==> config.mk <==
export PLATFORM = sky130hd
export DESIGN_NAME = modexp_arbiter
export DESIGN_NICKNAME = d
export VERILOG_FILES = /design/src/rtl/modexp_arbiter.sv
export SDC_FILE = /design/constraint.sdc
export NUM_CORES = 1
export LEC_CHECK = 0
export BUFFER_PORTS_ARGS = -buffer_cell sky130_fd_sc_hd__buf_2
export CAP_MARGIN = 10
export CORE_MARGIN = 2
export CORE_UTILIZATION = 48
export DETAILED_ROUTE_END_ITERATION = 16
export HOLD_SLACK_MARGIN = 0.15
export PLACE_DENSITY = 0.85
export SETUP_SLACK_MARGIN = 0.3
export SLEW_MARGIN = 20
export SYNTH_ARGS = -nofsm -noshare
export SYNTH_HDL_FRONTEND = slang
export SYNTH_SLANG_ARGS = --single-unit
==> constraint.sdc <==
create_clock -name clk -period 4.6 [get_ports clk]
set_input_delay 0.92 -clock clk [delete_from_list [all_inputs] [get_ports clk]]
set_output_delay 0.92 -clock clk [all_outputs]
set_load 0.05 [all_outputs]
==> src/rtl/modexp_arbiter.sv <==
// modexp_arbiter: round-robin arbiter/sequencer sharing one modexp engine between NREQ
// requesters. One job is outstanding at a time; the result comes back tagged with the
// requester index.
// Optional build macro: MODEXP_ARB_LOCK_EN lets a requester keep the grant for its next job
// (req_lock), so back-to-back CRT halves are not interleaved with other requesters.
module modexp_arbiter #(
    parameter int unsigned WIDTH = 16,
    parameter int unsigned NREQ  = 2,
    parameter int unsigned IDW   = $clog2(NREQ)
) (
    input  logic                        clk,
    input  logic                        rst,
    input  logic [NREQ-1:0]             req_valid,
    output logic [NREQ-1:0]             req_ready,
    input  logic [NREQ-1:0][WIDTH-1:0]  req_m,
    input  logic [NREQ-1:0][WIDTH-1:0]  req_e,
    input  logic [NREQ-1:0][WIDTH-1:0]  req_n,
    input  logic [NREQ-1:0]             req_lock,
    output logic                        rsp_valid,
    input  logic                        rsp_ready,
    output logic [IDW-1:0]              rsp_id,
    output logic [WIDTH-1:0]            rsp_result,
    output logic                        rsp_err,
    output logic                        mx_go,
    output logic [WIDTH-1:0]            mx_m,
    output logic [WIDTH-1:0]            mx_e,
    output logic [WIDTH-1:0]            mx_n,
    input  logic [WIDTH-1:0]            mx_result,
    input  logic                        mx_done
);

    localparam int unsigned CW = IDW + 1;

    typedef enum logic [1:0] {StIdle, StIssue, StWait, StResp} state_t;

    state_t         state;
    logic [IDW-1:0] ptr;
    logic           done_q;
    logic           grant_found;
    logic [IDW-1:0] grant_id;
    logic [CW-1:0]  idx_sum;
    logic [IDW-1:0] idx;
    logic           done_edge;

`ifdef MODEXP_ARB_LOCK_EN
    logic           lock_q;
`else
    logic           unused_lock;
    assign unused_lock = ^req_lock;
`endif

    // Only a fresh rising edge of mx_done counts; a level left over from a previous job is ignored.
    assign done_edge = mx_done && !done_q;

    // Pick the first valid requester at or after ptr, wrapping modulo NREQ; a held lock overrides.
    always_comb begin
        grant_found = 1'b0;
        grant_id    = '0;
        idx_sum     = '0;
        idx         = '0;
        for (int unsigned i = 0; i < NREQ; i++) begin
            idx_sum = {1'b0, ptr} + CW'(i);
            if (idx_sum >= CW'(NREQ)) begin
                idx_sum = idx_sum - CW'(NREQ);
            end
            idx = idx_sum[IDW-1:0];
            if (!grant_found && req_valid[idx]) begin
                grant_found = 1'b1;
                grant_id    = idx;
            end
        end
`ifdef MODEXP_ARB_LOCK_EN
        // rsp_id still holds the previous grantee while back in IDLE.
        if (lock_q && req_valid[rsp_id]) begin
            grant_found = 1'b1;
            grant_id    = rsp_id;
        end
`endif
    end

    // Accept pulse is combinational so the requester sees it in the same cycle it is sampled.
    always_comb begin
        req_ready = '0;
        if (state == StIdle && grant_found) begin
            req_ready[grant_id] = 1'b1;
        end
    end

    // Registered copy of the engine done level for edge detection.
    always_ff @(posedge clk or posedge rst) begin
        if (rst) begin
            done_q <= 1'b0;
        end else begin
            done_q <= mx_done;
        end
    end

    // Sequencer FSM: accept, start the engine, wait for completion, hold the response.
    always_ff @(posedge clk or posedge rst) begin
        if (rst) begin
            state      <= StIdle;
            ptr        <= '0;
            mx_go      <= 1'b0;
            mx_m       <= '0;
            mx_e       <= '0;
            mx_n       <= '0;
            rsp_valid  <= 1'b0;
            rsp_id     <= '0;
            rsp_result <= '0;
            rsp_err    <= 1'b0;
`ifdef MODEXP_ARB_LOCK_EN
            lock_q     <= 1'b0;
`endif
        end else begin
            mx_go <= 1'b0;
            case (state)
                StIdle: begin
`ifdef MODEXP_ARB_LOCK_EN
                    // The lock only survives into the very next IDLE visit.
                    lock_q <= grant_found ? req_lock[grant_id] : 1'b0;
`endif
                    if (grant_found) begin
                        mx_m   <= req_m[grant_id];
                        mx_e   <= req_e[grant_id];
                        mx_n   <= req_n[grant_id];
                        rsp_id <= grant_id;
                        if (req_n[grant_id] < WIDTH'(2)) begin
                            // Degenerate modulus: answer directly, engine untouched.
                            rsp_err    <= 1'b1;
                            rsp_result <= '0;
                            rsp_valid  <= 1'b1;
                            state      <= StResp;
                        end else begin
                            rsp_err <= 1'b0;
                            mx_go   <= 1'b1;
                            state   <= StIssue;
                        end
                    end
                end
                StIssue: begin
                    state <= StWait;
                end
                StWait: begin
                    if (done_edge) begin
                        rsp_result <= mx_result;
                        rsp_valid  <= 1'b1;
                        state      <= StResp;
                    end
                end
                StResp: begin
                    if (rsp_ready) begin
                        rsp_valid <= 1'b0;
                        state     <= StIdle;
`ifdef MODEXP_ARB_LOCK_EN
                        if (!lock_q) begin
                            ptr <= (rsp_id == IDW'(NREQ - 1)) ? '0 : rsp_id + 1'b1;
                        end
`else
                        ptr <= (rsp_id == IDW'(NREQ - 1)) ? '0 : rsp_id + 1'b1;
`endif
                    end
                end
                default: begin
                    state <= StIdle;
                end
            endcase
        end
    end

endmodule

==> results of run 1 <==
==> registers in the layout (all words and copies together) (netlist names) <==
name,count
mx_e,16
mx_m,16
mx_n,16
rsp_result,16
state,2
done_q,1
mx_go,1
ptr,1
rsp_err,1
rsp_id,1
rsp_valid,1
==> worst max-delay path, stage by stage, from the launching register on <==
cell and delay (ps):
dfrtp_1 410, inv_1 110, ha_1 150, buf_4 360, o21ai_4 100, a21oi_2 110, buf_4 310, buf_2 330
==> worst min path at each step <==
stage                                       to  slack (ps)  cells after the start
final                     mx_m[11]$_DFFE_PP0P_         470                      2
after global routing       mx_n[0]$_DFFE_PP0P_         490                      2
after CTS                  mx_m[9]$_DFFE_PP0P_         470                      2
after detailed placement   mx_m[9]$_DFFE_PP0P_         450                      2
after global placement    mx_m[10]$_DFFE_PP0P_         450                      2
after floorplan                ptr$_DFFE_PP0P_         510                      2
==> kinds of logic (layout without fill, tap and decap cells) <==
family	count (synthesis)	after routing	share of synthesized area [%]
buffers and inverters	46	230	5.74
DFF	72	72	52.9
and+or+nand+nor	118	118	15.7
adders and majority gates	4	4	1.47
AOI/OAI and AO/OA	62	62	14.1
muxes	34	34	10.0
==> placed cells by master, fill, tap and decap left out, types with 2 or more instances in the layout <==
master and n:
buf_2 187, nand2_1 97, dfrtp_1 72, a32oi_1 33
mux2i_1 33, inv_1 21, o21ai_0 15, clkbuf_8 9
nor4_2 4, nor2_1 4, ha_1 4, buf_4 4
clkinv_2 3, nand2b_1 2, a21oi_1 2, o211ai_1 2
nor3_1 2, clkinvlp_4 2, clkinv_4 2
==> stage by stage <==
stage                     hold slack (ps)  instance area, sq um  util [%]
final                                 467                  4600      67.4
after global routing                  489                  4600      67.4
after CTS                             468                  4590      67.2
after detailed placement              450                  4390      64.3
after global placement                446                  4390      64.3
after floorplan                       509                  3400         -
==> cell type report <==
| type | instances | share of cell area, % |
|---|---|---|
| sequential | 72 | 39.2 |
| multi-input combinational | 218 | 30.9 |
| timing repair buffer | 192 | 21.2 |
| inverter | 22 | 1.82 |
| clock inverter | 7 | 1.58 |
| tap | 96 | 2.61 |
| clock buffer | 9 | 2.69 |
==> layer usage <==
metal | wire, microns | up-vias
met5 | 0 | -
met3 | 576 | 22
met2 | 4580 | 132
met1 | 3640 | 1441
li1 | - | 1526
met4 | 227 | 0
==> power by group <==
part	total (mW)	internal, mW	switching, mW
logic	2.14	0.533	1.61
registers	1.05	0.915	0.138
clock network	0.482	0.250	0.232
total	3.67	1.70	1.98
==> impl_metrics.py, run 1 <==
metrics = {
    "status": {
        "status": "completed",
    },
    "routing": {
        "drt-pass1-iter-count": 5,
        "via_per_inst": 5.07,
        "drc": 0,
        "wirelength_mm": 9.02,
        "wl_per_cell_microns": 14.6,
        "antenna_left": 0,
        "drt-initial-drc-count": 126,
        "dr_total_vias": 3121,
    },
    "final_layout": {
        "regArea_sq_um": 1800,
        "syn_to_final_growth_pct": 35.2,
        "finalNonFillerCells": 616,
        "nets": 639,
        "fillers": 592,
        "antenna_cells": 0,
        "multiInputGateArea_sq_um": 1420,
        "drive_gt1_share_pct": 42.9,
    },
    "placed_design": {
        "post-dp-hpwl_mm": 6.80,
        "numPlacedInstances": 599,
        "port-buffer-count": 187,
        "gp_congestion": 0.804,
        "place_ws_ps": 1530,
    },
    "setup_path": {
        "arrival_ps": 2230,
        "worstSetupStartpointType": "flip-flop",
        "criticalPathCategory": "reg2out",
        "cp_max_fo": 39,
        "reg2regPathDepth": 7,
        "rrSetupSlack_ps": 2130,
        "r2r_start": "state[0]$_DFFE_PP0P_",
        "crit_path_end_kind": "output port",
        "worstSetupEndpoint": "req_ready[0]",
        "cp.required_ps": 3680,
        "critPathLaunch": "state[0]$_DFFE_PP0P_",
        "reg2reg_to": "rsp_result[5]$_DFFE_PP0P_",
    },
    "sta": {
        "fmax_ghz": 0.318,
        "finalCritPeriodShare_pct": 68.4,
        "rsz0062_at_grt": "false",
        "skew_ps": 9.50,
        "hold_viol": 0,
        "maxSlewViolCount": 0,
        "setup_ws_ps": 1450,
        "finalCriticalPeriod_ps": 3150,
        "fin_tns_setup_ps": 0,
        "maxSlewHeadroom_pct": 25.9,
        "tightest_slew_ps": 1110,
        "setup_violations": 0,
    },
    "logic_synthesis": {
        "yosysTopAreaCell": "dfrtp_1",
        "synth_edf_count": 0,
        "avgSynthCellArea_sq_um": 10.1,
        "yosysWarnings": 0,
        "ys_seq_area_share_pct": 52.9,
        "synth_nets": 460,
        "synthTopCellsByCount": "nand2_1 (97), dfrtp_1 (72), a32oi_1 (33), mux2i_1 (33), inv_1 (22)",
        "synth_most_common_cell": "nand2_1",
        "synthArstFlopShare_pct": 100,
        "synth_area_sq_um": 3400,
        "synth_cell_types": 36,
        "synth_area_leaders": "dfrtp_1 (53%), nand2_1 (11%), mux2i_1 (9.7%), a32oi_1 (8.5%), inv_1 (2.4%)",
        "syn_inst": 336,
        "synth_ff_type": "dfrtp_1",
        "synth_top_cell_area_share_pct": 52.9,
        "synth_seq_cells": 72,
    },
    "pwr": {
        "p_leak_nw": 2.48,
        "power_density_nw_per_um2": 798,
        "vdd_drop_max_uv": 508,
        "power_mw": 3.67,
    },
    "global_routing": {
        "grt_first_pass_wirelength_mm": 13.8,
        "use_met1_pct": 27.6,
        "grt_start_max_net_pins": 67,
        "grtUsageTotal_pct": 23.0,
        "grt_use_met3_pct": 5.28,
        "antenna_found_initial": 0,
        "met2_usage_pct": 39.2,
        "globalRoute.totalOverflow": 0,
        "grt_pass1_vias": 3002,
        "busiest_layer": "met2",
    },
    "clock_tree": {
        "numCtsBuffers": 9,
        "clk_path_buf_depth": 2,
        "root_buffer": "clkbuf_8",
        "cts.sinks": 72,
        "htree_levels": 3,
        "postCtsSetupBuffers": 0,
        "clk_latency_ps": 330,
        "cts_resized": 0,
        "cts_tree": "built",
        "path_clk_slew_ps": 80,
        "ctsHoldBuffers": 0,
    },
    "floorplan": {
        "rows": 30,
        "die_area_sq_um": 7780,
        "io_pins": 190,
        "start_util_pct": 49.8,
        "die_height_microns": 88.2,
        "core_area_sq_um": 6830,
        "die_x_microns": 88.2,
    },
    "worst_hold_path": {
        "hold_path.class": "reg2reg",
        "worstHoldStart": "mx_m[11]$_DFFE_PP0P_",
    },
    "run": {
        "maxCapViolCount": 0,
    },
}
(Power assumes the default switching activity.)
==> run 2: changes to the inputs <==
--- a/config.mk
+++ b/config.mk
@@ -8,10 +8,10 @@
 export BUFFER_PORTS_ARGS = -buffer_cell sky130_fd_sc_hd__buf_2
 export CAP_MARGIN = 10
 export CORE_MARGIN = 2
-export CORE_UTILIZATION = 48
+export CORE_UTILIZATION = 40
 export DETAILED_ROUTE_END_ITERATION = 16
 export HOLD_SLACK_MARGIN = 0.15
-export PLACE_DENSITY = 0.85
+export PLACE_DENSITY = 0.75
 export SETUP_SLACK_MARGIN = 0.3
 export SLEW_MARGIN = 20
 export SYNTH_ARGS = -nofsm -noshare
==> constraint.sdc (replaced) <==
create_clock -name clk -period 2.7 [get_ports clk]
set_input_delay 0.54 -clock clk [delete_from_list [all_inputs] [get_ports clk]]
set_output_delay 0.54 -clock clk [all_outputs]
set_load 0.05 [all_outputs]
==> impl_metrics.py, run 2 (synthesis gave the netlist of run 1 again) <==
metrics = {
    "setup_path": {
        "criticalPathCategory": "reg2out",
        "slowest_delay_ps": 430,
        "cp_max_fo": 6,
        "arrival_ps": 1710,
        "cp_cell_sequence": "inv_1 -> ha_2 -> and3_2 -> buf_2",
        "worstSetupStartpointType": "flip-flop",
        "cp_slowest_cell": "dfrtp_1",
        "crit_path_end_kind": "output port",
        "cp.required_ps": 2160,
    },
    "run": {
        "maxCapViolCount": 0,
    },
    "sta": {
        "fin_tns_setup_ps": 0,
        "tightest_slew_ps": 642,
        "maxSlewViolCount": 0,
        "rsz0062_at_grt": "false",
        "setup_ws_ps": 448,
        "hold_viol": 0,
        "maxSlewHeadroom_pct": 57.2,
        "skew_ps": 13.6,
        "fmax_ghz": 0.444,
        "setup_violations": 0,
        "finalCritPeriodShare_pct": 83.4,
        "finalCriticalPeriod_ps": 2250,
    },
    "final_layout": {
        "multiInputGateArea_sq_um": 1430,
        "stdcell_area_sq_um": 4690,
        "layout_commonest_cell": "buf_2",
        "drive_gt1_share_pct": 43.7,
        "regArea_sq_um": 1800,
        "syn_to_final_growth_pct": 37.9,
        "layout_common_cells": "buf_2 (187), nand2_1 (97), dfrtp_1 (72)",
        "antenna_cells": 0,
        "nets": 645,
        "fillers": 744,
        "post-route-util_pct": 57.1,
    },
    "floorplan": {
        "start_util_pct": 41.4,
        "core_area_sq_um": 8220,
        "io_pins": 190,
        "die_area_sq_um": 9260,
        "die_height_microns": 96.2,
        "die_x_microns": 96.2,
        "rows": 33,
    },
    "clock_tree": {
        "clk_path_buf_depth": 2,
        "cts_tree": "built",
        "htree_levels": 3,
        "postCtsSetupBuffers": 0,
        "cts_resized": 0,
        "cts.sinks": 72,
        "ctsHoldBuffers": 0,
        "root_buffer": "clkbuf_8",
        "path_clk_slew_ps": 80,
        "numCtsBuffers": 9,
        "clk_latency_ps": 340,
    },
    "routing": {
        "wl_per_cell_microns": 14.6,
        "dr_total_vias": 3141,
        "antenna_left": 0,
        "drc": 0,
        "wirelength_mm": 9.20,
        "drt-pass1-iter-count": 4,
        "drt-initial-drc-count": 79,
        "via_per_inst": 4.98,
    },
    "global_routing": {
        "globalRoute.totalOverflow": 0,
        "antenna_found_initial": 0,
        "grtUsageTotal_pct": 19.5,
        "grt_pass1_vias": 2909,
        "grt_first_pass_wirelength_mm": 13.8,
        "grt_start_max_net_pins": 67,
    },
    "placed_design": {
        "gp_congestion": 0.832,
        "placed_area_sq_um": 4470,
        "post-dp-hpwl_mm": 6.89,
        "place_ws_ps": 451,
        "port-buffer-count": 187,
    },
    "pwr": {
        "seq_power_share_pct": 28.0,
        "p_int_mw": 3.04,
        "vdd_drop_max_uv": 751,
        "p_leak_nw": 2.52,
        "swShare_pct": 52.6,
        "power_density_nw_per_um2": 1360,
        "p_switching_mw": 3.36,
        "comb_power_share_pct": 57.4,
        "pwr-share-clk_pct": 14.7,
    },
    "status": {
        "status": "completed",
    },
    "worst_hold_path": {
        "hold_path.class": "in2async",
    },
}
run 2: per-layer routing:
layer	GRT usage (%)	part of all wire (%)	up-vias
met5	0	0	-
met4	8.93	2.0	0
met3	3.45	6.6	14
met2	33.4	49	123
met1	23.7	43	1462
li1	-	-	1542
run 2: area by class of cell:
cell class                      instances  share of cell area, %
Inverter                               22                   1.76
Clock inverter                          5                   1.71
Clock buffer                           11                   3.01
Tap cell                              105                   2.80
Timing Repair Buffer                  198                   22.0
Sequential cell                        72                   38.4
Multi-Input combinational cell        218                   30.4
run 2: stage by stage:
stage | hold slack (ps) | instances | total power [mW]
detailed placement | 450 | 615 | 5.50
global route | 325 | 631 | 6.79
finish | 274 | 631 | 6.40
floorplan | 509 | 336 | 4.62
global placement | 446 | 615 | 5.40
CTS | 290 | 631 | 6.45
run 2: power groups by stage:
stage / sequential, mW / clock [mW] / combinational [mW]
3_5_place_dp: 1.81 / 0 / 3.69
5_1_grt: 1.85 / 1.01 / 3.93
3_3_place_gp: 1.79 / 0 / 3.61
2_1_floorplan: 3.37 / 0 / 1.24
6_report: 1.79 / 0.940 / 3.67
4_1_cts: 1.79 / 0.966 / 3.69
run 2: final timing paths:
check,end,from,slack [ps],cells after the start
setup reg to reg,rsp_result[12]$_DFFE_PP0P_,state[1]$_DFFE_PP0P_,630,8
hold reg to reg,mx_m[11]$_DFFE_PP0P_,mx_m[11]$_DFFE_PP0P_,460,2
min in group clk,done_q$_DFF_PP0_,mx_done,330,1
hold / removal,mx_e[14]$_DFFE_PP0P_,rst,270,2
setup / recovery,req_ready[1],state[1]$_DFFE_PP0P_,450,4
max in group asynchronous,rsp_result[9]$_DFFE_PP0P_,rst,1590,4
run 2: worst max-delay path: cells and delay by family, from the launching register on:
kind | cells | cell delay, ps
buffers and inverters | 2 | 400
DFF | 1 | 430
and+or+nand+nor | 1 | 290
adders and majority gates | 1 | 260
==> run 3: changes to the inputs <==
==> constraint.sdc (replaced) <==
create_clock -name clk -period 1.9 [get_ports clk]
set_input_delay 0.38 -clock clk [delete_from_list [all_inputs] [get_ports clk]]
set_output_delay 0.38 -clock clk [all_outputs]
set_load 0.05 [all_outputs]
==> impl_metrics.py, run 3 (synthesis gave the netlist of run 1 again) <==
metrics = {
    "setup_path": {
        "criticalPathCategory": "reg2out",
        "cp_slowest_cell": "dfrtp_1",
        "cp_max_fo": 5,
        "crit_family": "flip-flops",
        "worstSetupStartpointType": "flip-flop",
        "arrival_ps": 1430,
        "cp.required_ps": 1520,
        "cp_cell_sequence": "inv_2 -> ha_4 -> o21ai_4 -> a21oi_4 -> buf_8",
        "crit_path_end_kind": "output port",
        "crit_buf_inv": 2,
        "slowest_delay_ps": 400,
        "reg2regPathDepth": 7,
        "crit_cells": 5,
    },
    "global_routing": {
        "globalRoute.totalOverflow": 0,
        "grt_pass1_vias": 2969,
        "grt_start_max_net_pins": 73,
        "grtUsageTotal_pct": 19.6,
        "grt_first_pass_wirelength_mm": 14.0,
        "antenna_found_initial": 0,
    },
    "floorplan": {
        "io_pins": 190,
        "die_x_microns": 96.2,
        "rows": 33,
        "start_util_pct": 41.4,
        "die_area_sq_um": 9260,
        "core_area_sq_um": 8220,
        "die_height_microns": 96.2,
    },
    "sta": {
        "rsz0062_at_grt": "true",
        "maxSlewViolCount": 0,
        "fin_tns_setup_ps": 0,
        "setup_ws_ps": 91.2,
        "finalCritPeriodShare_pct": 95.2,
        "hold_viol": 0,
        "fmax_ghz": 0.553,
        "setup_violations": 0,
        "finalCriticalPeriod_ps": 1810,
        "hold_slack_ps": 128,
        "skew_ps": 10.6,
        "maxSlewHeadroom_pct": 74.9,
        "tightest_slew_ps": 376,
    },
    "pwr": {
        "p_int_mw": 4.47,
        "power_mw": 9.40,
        "seq_power_share_pct": 27.1,
        "comb_power_share_pct": 59.9,
        "pwr-share-clk_pct": 13.1,
        "power_density_nw_per_um2": 1930,
        "p_leak_nw": 2.59,
        "p_switching_mw": 4.93,
        "swShare_pct": 52.5,
        "vdd_drop_max_uv": 875,
    },
    "run": {
        "maxCapViolCount": 0,
    },
    "final_layout": {
        "post-route-util_pct": 59.4,
        "fillers": 730,
        "layout_commonest_cell": "buf_2",
        "layout_common_cells": "buf_2 (185), nand2_1 (97), dfrtp_1 (72)",
        "drive_gt1_share_pct": 46.2,
        "syn_to_final_growth_pct": 43.5,
        "antenna_cells": 0,
        "nets": 652,
    },
    "routing": {
        "wirelength_mm": 9.36,
        "antenna_left": 0,
        "via_per_inst": 4.98,
        "drc": 0,
        "drt-initial-drc-count": 96,
        "dr_total_vias": 3178,
        "drt-pass1-iter-count": 4,
        "wl_per_cell_microns": 14.7,
    },
    "clock_tree": {
        "clk_latency_ps": 340,
        "ctsHoldBuffers": 0,
        "cts.sinks": 72,
        "path_clk_slew_ps": 80,
        "cts_tree": "built",
        "numCtsBuffers": 9,
        "htree_levels": 3,
        "root_buffer": "clkbuf_8",
        "clk_path_buf_depth": 2,
    },
    "placed_design": {
        "place_ws_ps": 5.70,
        "gp_congestion": 0.891,
        "port-buffer-count": 187,
        "post-dp-hpwl_mm": 6.98,
    },
    "status": {
        "status": "completed",
    },
    "worst_hold_path": {
        "hold_path.class": "in2async",
    },
}
==> run 3: power groups by stage <==
stage	Combinational [mW]	Sequential (mW)	Clock, mW
global placement	5.28	2.54	0
global route	6.02	2.63	1.34
finish	5.63	2.55	1.23
detailed placement	5.38	2.58	0
CTS	5.56	2.55	1.26
floorplan	1.85	4.80	0
==> run 3: final cells by class <==
class	count	area, sq um	share of cell area [%]
multi-input cells	218	1490	30.6
clock buffers	10	138	2.82
inverters	22	86.3	1.77
well taps	105	131	2.69
clock inverters	6	67.6	1.38
repair buffers	205	1160	23.9
flip-flops and latches	72	1800	36.9
==> run 3: metrics by stage <==
| step | instance area (sq um) | std cells |
|---|---|---|
| floorplan | 3480 | 336 |
| global placement | 4520 | 615 |
| detailed placement | 4520 | 615 |
| CTS | 4830 | 637 |
| global route | 4880 | 638 |
| finish | 4880 | 638 |
==> run 3: final timing paths <==
kind	endpoint	slack, ps	startpoint
max	req_ready[0]	90	state[0]$_DFFE_PP0P_
min	mx_e[15]$_DFFE_PP0P_	130	rst
max reg2reg	rsp_result[8]$_DFFE_PP0P_	130	state[0]$_DFFE_PP0P_
min reg2reg	mx_n[0]$_DFFE_PP0P_	460	mx_n[0]$_DFFE_PP0P_
max in group asynchronous	rsp_result[14]$_DFFE_PP0P_	1470	rst
min in group clk	done_q$_DFF_PP0_	160	mx_done
==> run 3: what timing repair did <==
item                       in CTS  in global routing
resized for setup              12                  6
gates cloned                    0                  1
setup endpoints to repair      54                 63
buffers inserted                6                  0
pin swaps                       4                  0
==> run 3: routing by layer <==
layer / wire length (microns) / vias up / GRT usage (%)
met3: 562 / 18 / 3.84
met4: 201 / 0 / 8.21
met5: 0 / - / 0
met2: 4680 / 114 / 32.3
met1: 3920 / 1491 / 25.2
li1: - / 1555 / -
==> run 3: tightest hold or removal path: cells and delay by family <==
kind / cells / cell delay [ps]
buf+inv: 3 / 490
